`src/rtl/signal_safety_monitor_pkg.sv`:
```
// Shared signal codes, lamp patterns, encodings and timing parameters
// for the signal safety monitor.
package signal_safety_monitor_pkg;

   localparam int unsigned MIN_RED_CLEAR = 1;
   localparam int unsigned BLINK_HALF    = 4;
   localparam int unsigned WATCHDOG      = 63;
   localparam int unsigned CNT_W         = 6;
   localparam int unsigned SIG_W         = 2;
   localparam int unsigned LAMP_W        = 3;
   localparam int unsigned FCODE_W       = 3;

   localparam logic [SIG_W-1:0] SIG_G  = 2'b00;
   localparam logic [SIG_W-1:0] SIG_YG = 2'b01;
   localparam logic [SIG_W-1:0] SIG_R  = 2'b10;
   localparam logic [SIG_W-1:0] SIG_RY = 2'b11;

   localparam logic [LAMP_W-1:0] LAMP_RED     = 3'b100;
   localparam logic [LAMP_W-1:0] LAMP_RED_YEL = 3'b110;
   localparam logic [LAMP_W-1:0] LAMP_GRN     = 3'b001;
   localparam logic [LAMP_W-1:0] LAMP_YEL     = 3'b010;
   localparam logic [LAMP_W-1:0] LAMP_OFF     = 3'b000;

   typedef enum logic [FCODE_W-1:0] {
      FC_NONE      = 3'd0,
      FC_CONFLICT  = 3'd1,
      FC_ILLEGAL   = 3'd2,
      FC_CLEARANCE = 3'd3,
      FC_WATCHDOG  = 3'd4
   } fault_code_e;

   typedef enum logic [1:0] {
      ST_INIT    = 2'd0,
      ST_MONITOR = 2'd1,
      ST_FAULT   = 2'd2,
      ST_RECOVER = 2'd3
   } state_e;

   typedef enum logic [1:0] {
      GRP_NONE = 2'd0,
      GRP_HW   = 2'd1,
      GRP_FM   = 2'd2
   } group_e;

   typedef struct packed {
      logic [SIG_W-1:0] hw1;
      logic [SIG_W-1:0] hw2;
      logic [SIG_W-1:0] fm1;
      logic [SIG_W-1:0] fm2;
   } sig_set_t;

   function automatic logic [LAMP_W-1:0] lamp_decode(input logic [SIG_W-1:0] code);
      logic [LAMP_W-1:0] lamp;
      lamp = LAMP_RED;
      case (code)
         SIG_G:   lamp = LAMP_GRN;
         SIG_YG:  lamp = LAMP_YEL;
         SIG_RY:  lamp = LAMP_RED_YEL;
         default: lamp = LAMP_RED;
      endcase
      return lamp;
   endfunction

endpackage

```
`src/rtl/signal_safety_monitor_sig_seq_check.sv`:
```
// Flags a per-lamp code step that leaves the R -> RY -> G -> YG -> R ring
// (holding the current code is always legal).
module signal_safety_monitor_sig_seq_check
   import signal_safety_monitor_pkg::*;
(
   input  logic [SIG_W-1:0] prev_i,
   input  logic [SIG_W-1:0] cur_i,
   output logic             illegal_c_o
);

   logic legal_c;

   always_comb begin
      legal_c = 1'b0;
      case (prev_i)
         SIG_R:   legal_c = (cur_i == SIG_R)  || (cur_i == SIG_RY);
         SIG_RY:  legal_c = (cur_i == SIG_RY) || (cur_i == SIG_G);
         SIG_G:   legal_c = (cur_i == SIG_G)  || (cur_i == SIG_YG);
         SIG_YG:  legal_c = (cur_i == SIG_YG) || (cur_i == SIG_R);
         default: legal_c = 1'b0;
      endcase
   end

   assign illegal_c_o = !legal_c;

endmodule

```
`src/rtl/signal_safety_monitor.sv`:
```
// Safety monitor between the four-signal light controller and the lamps:
// decodes codes to lamp drives, detects violations, latches the first fault.
module signal_safety_monitor
   import signal_safety_monitor_pkg::*;
(
   input  logic       clk,
   input  logic       reset,
   input  logic       go,
   input  logic [1:0] hw1_sig,
   input  logic [1:0] hw2_sig,
   input  logic [1:0] fm1_sig,
   input  logic [1:0] fm2_sig,
   input  logic       ack_fault,
   output logic [2:0] hw1_lamp,
   output logic [2:0] hw2_lamp,
   output logic [2:0] fm1_lamp,
   output logic [2:0] fm2_lamp,
   output logic       fault,
   output logic [2:0] fault_code
);

   state_e            state_q, state_d;
   sig_set_t          cur_c, prev_q;
   group_e            last_group_q, last_group_d;
   fault_code_e       fault_code_q, fault_code_d, hit_code_c;
   logic [CNT_W-1:0]  allred_cnt_q, allred_cnt_d;
   logic [CNT_W-1:0]  still_cnt_q, still_cnt_d, still_next_c;
   logic [CNT_W-1:0]  blink_cnt_q, blink_cnt_d;
   logic              blink_on_q, blink_on_d;
   logic              fault_q, fault_d;
   logic [LAMP_W-1:0] hw1_lamp_q, hw1_lamp_d, hw2_lamp_q, hw2_lamp_d;
   logic [LAMP_W-1:0] fm1_lamp_q, fm1_lamp_d, fm2_lamp_q, fm2_lamp_d;
   logic [3:0]        illegal_c;
   logic              all_red_c, hw_active_c, fm_active_c, changed_c;
   logic              conflict_c, clear_viol_c, recover_done_c;

   assign cur_c = '{hw1: hw1_sig, hw2: hw2_sig, fm1: fm1_sig, fm2: fm2_sig};

   assign hw_active_c  = (cur_c.hw1 != SIG_R) || (cur_c.hw2 != SIG_R);
   assign fm_active_c  = (cur_c.fm1 != SIG_R) || (cur_c.fm2 != SIG_R);
   assign all_red_c    = !hw_active_c && !fm_active_c;
   assign changed_c    = (cur_c != prev_q);
   assign conflict_c   = hw_active_c && fm_active_c;
   assign clear_viol_c = (allred_cnt_q < CNT_W'(MIN_RED_CLEAR)) &&
                         ((hw_active_c && (last_group_q == GRP_FM)) ||
                          (fm_active_c && (last_group_q == GRP_HW)));
   // Current all-red cycle included, so the count is one ahead of allred_cnt_q.
   assign recover_done_c = all_red_c &&
                           ((CNT_W+1)'(allred_cnt_q) + (CNT_W+1)'(1) >= (CNT_W+1)'(MIN_RED_CLEAR));

   signal_safety_monitor_sig_seq_check u_seq_hw1 (
      .prev_i(prev_q.hw1), .cur_i(cur_c.hw1), .illegal_c_o(illegal_c[0]));
   signal_safety_monitor_sig_seq_check u_seq_hw2 (
      .prev_i(prev_q.hw2), .cur_i(cur_c.hw2), .illegal_c_o(illegal_c[1]));
   signal_safety_monitor_sig_seq_check u_seq_fm1 (
      .prev_i(prev_q.fm1), .cur_i(cur_c.fm1), .illegal_c_o(illegal_c[2]));
   signal_safety_monitor_sig_seq_check u_seq_fm2 (
      .prev_i(prev_q.fm2), .cur_i(cur_c.fm2), .illegal_c_o(illegal_c[3]));

   // Stillness count only runs while monitoring; violation priority encoder.
   always_comb begin
      still_next_c = '0;
      if ((state_q == ST_MONITOR) && !changed_c) begin
         if (go && (still_cnt_q != '1)) still_next_c = still_cnt_q + CNT_W'(1);
         else                           still_next_c = still_cnt_q;
      end

      hit_code_c = FC_NONE;
      if (conflict_c)                                         hit_code_c = FC_CONFLICT;
      else if (|illegal_c)                                    hit_code_c = FC_ILLEGAL;
      else if (clear_viol_c)                                  hit_code_c = FC_CLEARANCE;
      else if (go && (still_next_c == CNT_W'(WATCHDOG)))      hit_code_c = FC_WATCHDOG;
   end

   // State register
   always_ff @(posedge clk) begin
      if (!reset) state_q <= ST_INIT;
      else        state_q <= state_d;
   end

   // Next-state logic
   always_comb begin
      state_d = state_q;
      case (state_q)
         ST_INIT:    if (all_red_c)                  state_d = ST_MONITOR;
         ST_MONITOR: if (hit_code_c != FC_NONE)      state_d = ST_FAULT;
         ST_FAULT:   if (ack_fault && all_red_c)     state_d = ST_RECOVER;
         ST_RECOVER: if (recover_done_c)             state_d = ST_MONITOR;
         default:                                    state_d = ST_INIT;
      endcase
   end

   // Output and bookkeeping next values, keyed on the state being entered
   always_comb begin
      blink_cnt_d  = '0;
      blink_on_d   = 1'b0;
      fault_d      = (state_d == ST_FAULT);
      fault_code_d = fault_code_q;
      last_group_d = last_group_q;
      still_cnt_d  = still_next_c;
      hw1_lamp_d   = LAMP_RED;
      hw2_lamp_d   = LAMP_RED;
      fm1_lamp_d   = LAMP_RED;
      fm2_lamp_d   = LAMP_RED;

      if (state_d == ST_FAULT) begin
         if (state_q != ST_FAULT) begin
            blink_cnt_d = CNT_W'(1);
            blink_on_d  = 1'b1;
         end else if (blink_cnt_q == CNT_W'(BLINK_HALF)) begin
            blink_cnt_d = CNT_W'(1);
            blink_on_d  = !blink_on_q;
         end else begin
            blink_cnt_d = blink_cnt_q + CNT_W'(1);
            blink_on_d  = blink_on_q;
         end
      end

      case (state_d)
         ST_MONITOR: begin
            hw1_lamp_d = lamp_decode(cur_c.hw1);
            hw2_lamp_d = lamp_decode(cur_c.hw2);
            fm1_lamp_d = lamp_decode(cur_c.fm1);
            fm2_lamp_d = lamp_decode(cur_c.fm2);
         end
         ST_FAULT: begin
            hw1_lamp_d = blink_on_d ? LAMP_YEL : LAMP_OFF;
            hw2_lamp_d = blink_on_d ? LAMP_YEL : LAMP_OFF;
            fm1_lamp_d = blink_on_d ? LAMP_YEL : LAMP_OFF;
            fm2_lamp_d = blink_on_d ? LAMP_YEL : LAMP_OFF;
         end
         default: ;
      endcase

      if ((state_q == ST_MONITOR) && (state_d == ST_FAULT)) fault_code_d = hit_code_c;
      else if (state_d == ST_RECOVER)                       fault_code_d = FC_NONE;

      if (state_q == ST_RECOVER) begin
         last_group_d = GRP_NONE;
      end else if ((state_q == ST_MONITOR) && (hit_code_c == FC_NONE)) begin
         if (hw_active_c)      last_group_d = GRP_HW;
         else if (fm_active_c) last_group_d = GRP_FM;
      end

      // Recovery clearance is counted afresh from the first RECOVER cycle.
      if ((state_d == ST_RECOVER) && (state_q != ST_RECOVER)) allred_cnt_d = '0;
      else if (!all_red_c)                                    allred_cnt_d = '0;
      else if (allred_cnt_q != '1)                            allred_cnt_d = allred_cnt_q + CNT_W'(1);
      else                                                    allred_cnt_d = allred_cnt_q;
   end

   // Datapath and output registers
   always_ff @(posedge clk) begin
      if (!reset) begin
         prev_q       <= '{hw1: SIG_R, hw2: SIG_R, fm1: SIG_R, fm2: SIG_R};
         last_group_q <= GRP_NONE;
         fault_code_q <= FC_NONE;
         allred_cnt_q <= '0;
         still_cnt_q  <= '0;
         blink_cnt_q  <= '0;
         blink_on_q   <= 1'b0;
         fault_q      <= 1'b0;
         hw1_lamp_q   <= LAMP_RED;
         hw2_lamp_q   <= LAMP_RED;
         fm1_lamp_q   <= LAMP_RED;
         fm2_lamp_q   <= LAMP_RED;
      end else begin
         prev_q       <= cur_c;
         last_group_q <= last_group_d;
         fault_code_q <= fault_code_d;
         allred_cnt_q <= allred_cnt_d;
         still_cnt_q  <= still_cnt_d;
         blink_cnt_q  <= blink_cnt_d;
         blink_on_q   <= blink_on_d;
         fault_q      <= fault_d;
         hw1_lamp_q   <= hw1_lamp_d;
         hw2_lamp_q   <= hw2_lamp_d;
         fm1_lamp_q   <= fm1_lamp_d;
         fm2_lamp_q   <= fm2_lamp_d;
      end
   end

   assign hw1_lamp   = hw1_lamp_q;
   assign hw2_lamp   = hw2_lamp_q;
   assign fm1_lamp   = fm1_lamp_q;
   assign fm2_lamp   = fm2_lamp_q;
   assign fault      = fault_q;
   assign fault_code = fault_code_q;

endmodule

```
`config.mk`:
```
export PLATFORM = sky130hd
export DESIGN_NAME = signal_safety_monitor
export DESIGN_NICKNAME = d
export VERILOG_FILES = /design/src/rtl/signal_safety_monitor_pkg.sv /design/src/rtl/signal_safety_monitor_sig_seq_check.sv /design/src/rtl/signal_safety_monitor.sv
export SDC_FILE = /design/constraint.sdc
export NUM_CORES = 1
export LEC_CHECK = 0
export BUFFER_PORTS_ARGS = -buffer_cell sky130_fd_sc_hd__buf_4
export CAP_MARGIN = 20
export CORE_MARGIN = 2
export CORE_UTILIZATION = 55
export DETAILED_ROUTE_END_ITERATION = 16
export HOLD_SLACK_MARGIN = 0.08
export PLACE_DENSITY = 0.76
export SLEW_MARGIN = 10
export SYNTH_ARGS = -nofsm -noshare
export SYNTH_HDL_FRONTEND = slang
export SYNTH_SLANG_ARGS = --single-unit
export TNS_END_PERCENT = 20
```
`constraint.sdc`:
```
create_clock -name clk -period 6.8 [get_ports clk]
set_input_delay 0.68 -clock clk [delete_from_list [all_inputs] [get_ports clk]]
set_output_delay 0.68 -clock clk [all_outputs]
set_load 0.05 [all_outputs]
```
==> run metrics <==
status=complete, no violations; share of layout cells above drive strength 1=15.94%; Critical Path RT=7.01 ns; Least-Margin Pin Slew=0.4625 ns; Antenna Cells=0; Yosys warning count=0; minimum clock period=2.744 ns; sequential share of the synthesized area=42.68%; fin crit share=40.36%; Root Buffer Master=clkbuf_8; commonest cells after routing, fill and taps aside=47 x dfxtp_1, 27 x buf_4, 23 x nor2_1; max-slew violations=0; Initial Util=56.33%; grt ovf=0; count of different cell masters after synthesis=43; Mean Syn Cell Area=9.035 um^2; Inserted Clock Buffers=5; setup TNS=0 ns; Setup CP Type=flip-flop to flip-flop; # clock sinks=47; DR vias=1692; routed len/inst=12.63 um; global-route wire length before repair=7.100 mm; Final ANT Viol Nets=0; Die X=67.31 um; Yosys reg bits=47; Yosys top cell by area=dfxtp_1; FMAX=364.4 MHz; initial antenna violation count=0; Boundary Pins=28; post-cts resize count=0; mapped cell area=2205 um^2; row cnt=23; Bufs on Longest Clock Path=2; CP dominant cell by count=ha_1; WP data arrival=2.96 ns; Synth top area share=42.68%; syn nets=265; CP endpoint kind=flip-flop; worst vdd ir=0.1417 mV; Syn Inst Count=244; RSZ-0062 raised after global routing=false; pwr/cell area=189.9 nW/um^2; synth top area cells=dfxtp_1 43%, ha_1 5.1%, xnor2_1 4.8%, a21oi_1 4.1%, nor2_1 3.9%; FILL cells=333; Maximum Capacitance Violations=0; Tot Pwr=0.0004850 W; drt total wl=4.118 mm; Nets=296; Worst-Skew Late Latency=0.29 ns; Total Routing Usage GR=20.95%; CTS tree=done; final count of hold timing violations=0; Max FO, Critical Path=10; commonest non-fill, non-tap cell in the layout=dfxtp_1; Post CTS Setup Buffer Count=0; # hold bufs at CTS=0; leakage=0.9691 nW; 1st-iter DRT viols=112; largest net degree at the start of global routing=19; Post-synth ARST share=0%; Reg clk slew, reported paths=0.08 ns; DP HPWL=3.127 mm; crit-path cells=ha_1 > nand2_1 > o21ai_2 > mux2i_1 > and4b_1 > o31ai_4 > nor2b_1 > ha_1 > nand3b_1 > nor3_1; final setup fails=0; Port-buffer cells=27; Critical Path Max Stage Delay=0.40 ns; crit start category=flip-flop; RD Place Congestion=0.8110; Clock Skew=0.007642 ns; Slowest cell on crit path=dfxtp_1; # DRC=0; Core Box Area=3914 um^2; Die Ht=67.31 um; Area growth syn-to-layout=15.83%; DR pass1 iterations=4; area of the multi-input gates=1219 um^2; HP Class=flip-flop to flip-flop; slew margin rel.=68.88%; ys flop type=dfxtp_1; EDFF count, synth=0; post-DR vias/cell=5.190; Die ar.=4531 um^2; Sequential Area=940.9 um^2; H-Tree Depth=2; number of global-route vias before repair=1633
-- final timing paths --
check,start,depth (start not counted),slack (ns),endpoint
worst min-delay path,fault_code[2]$_SDFFE_PN0P_,2,0.48,fault_code[2]$_SDFFE_PN0P_
worst max-delay path,still_cnt_q[0]$_SDFF_PN0_,10,4.06,fm1_lamp[0]$_SDFF_PN0_
worst min register to register,fault_code[2]$_SDFFE_PN0P_,2,0.48,fault_code[2]$_SDFFE_PN0P_
worst max register to register,still_cnt_q[0]$_SDFF_PN0_,10,4.06,fm1_lamp[0]$_SDFF_PN0_
-- flip-flops by register name (all words and copies together) (netlist names) --
register	flops
allred_cnt_q	6
blink_cnt_q	6
blink_on_q	1
fault	1
fault_code	3
fm1_lamp	3
fm2_lamp	3
hw1_lamp	3
hw2_lamp	3
last_group_q	2
prev_q	8
state_q	2
still_cnt_q	6
-- critical path: cells and delay by family (launching register included) --
family	cells	cell delay (ns)
compound gates	2	0.51
fa+ha+maj	2	0.61
flops	1	0.40
mux	1	0.10
simple gates	5	1.04
-- cell families after synthesis --
logic type / share of synthesized area, %
xor gates and xnor gates: 8.229
DFF: 42.68
adders and majority gates: 5.108
muxes: 1.362
AOI/OAI and AO/OA: 10.61
and+or+nand+nor: 29.97
buffers and inverters: 2.043
-- synth_stat cells (all sizes together) (5+ instances only) --
| cell | instances |
|---|---|
| a21oi | 18 |
| and2 | 7 |
| dfxtp | 47 |
| ha | 9 |
| inv | 9 |
| nand2 | 23 |
| nand2b | 13 |
| nand3 | 9 |
| nor2 | 23 |
| nor2b | 12 |
| nor3 | 10 |
| o21ai | 7 |
| xnor2 | 14 |
| xor2 | 5 |
-- layer usage --
| metal | track usage, % | part of all wire (%) |
|---|---|---|
| met1 | 24.79 | 47 |
| met3 | 6.500 | 3.2 |
| met2 | 36.76 | 49 |
| met5 | 0 | 0 |
| met4 | 5.357 | 0.66 |
-- layout make-up --
type,instances,area share [%]
Sequential cell,47,36.84
Multi-Input combinational cell,185,47.72
Clock buffer,7,3.381
Inverter,9,1.323
Tap cell,50,2.450
Timing Repair Buffer,27,7.937
Clock inverter,1,0.3430
-- power by group --
part | leakage, nW | switching [W] | internal (W)
sequential | 0.381 | 0.00000148 | 0.000278
combinational | 0.540 | 0.0000175 | 0.0000147
clock | 0.0484 | 0.0000902 | 0.0000833
total | 0.969 | 0.000109 | 0.000376
-- stage by stage --
step	cell area [um^2]	utilization [%]	std cells	hold WS, ns	worst slack [ns]
after floorplan	2205	-	244	0.4503	4.184
after global placement	2459	62.82	318	0.4718	3.904
after detailed placement	2459	62.82	318	0.4717	3.798
after CTS	2554	65.25	326	0.4845	4.044
after global routing	2554	65.25	326	0.5101	3.761
final	2554	65.25	326	0.4768	4.056
Note: power is estimated with default switching activity, not from simulation.
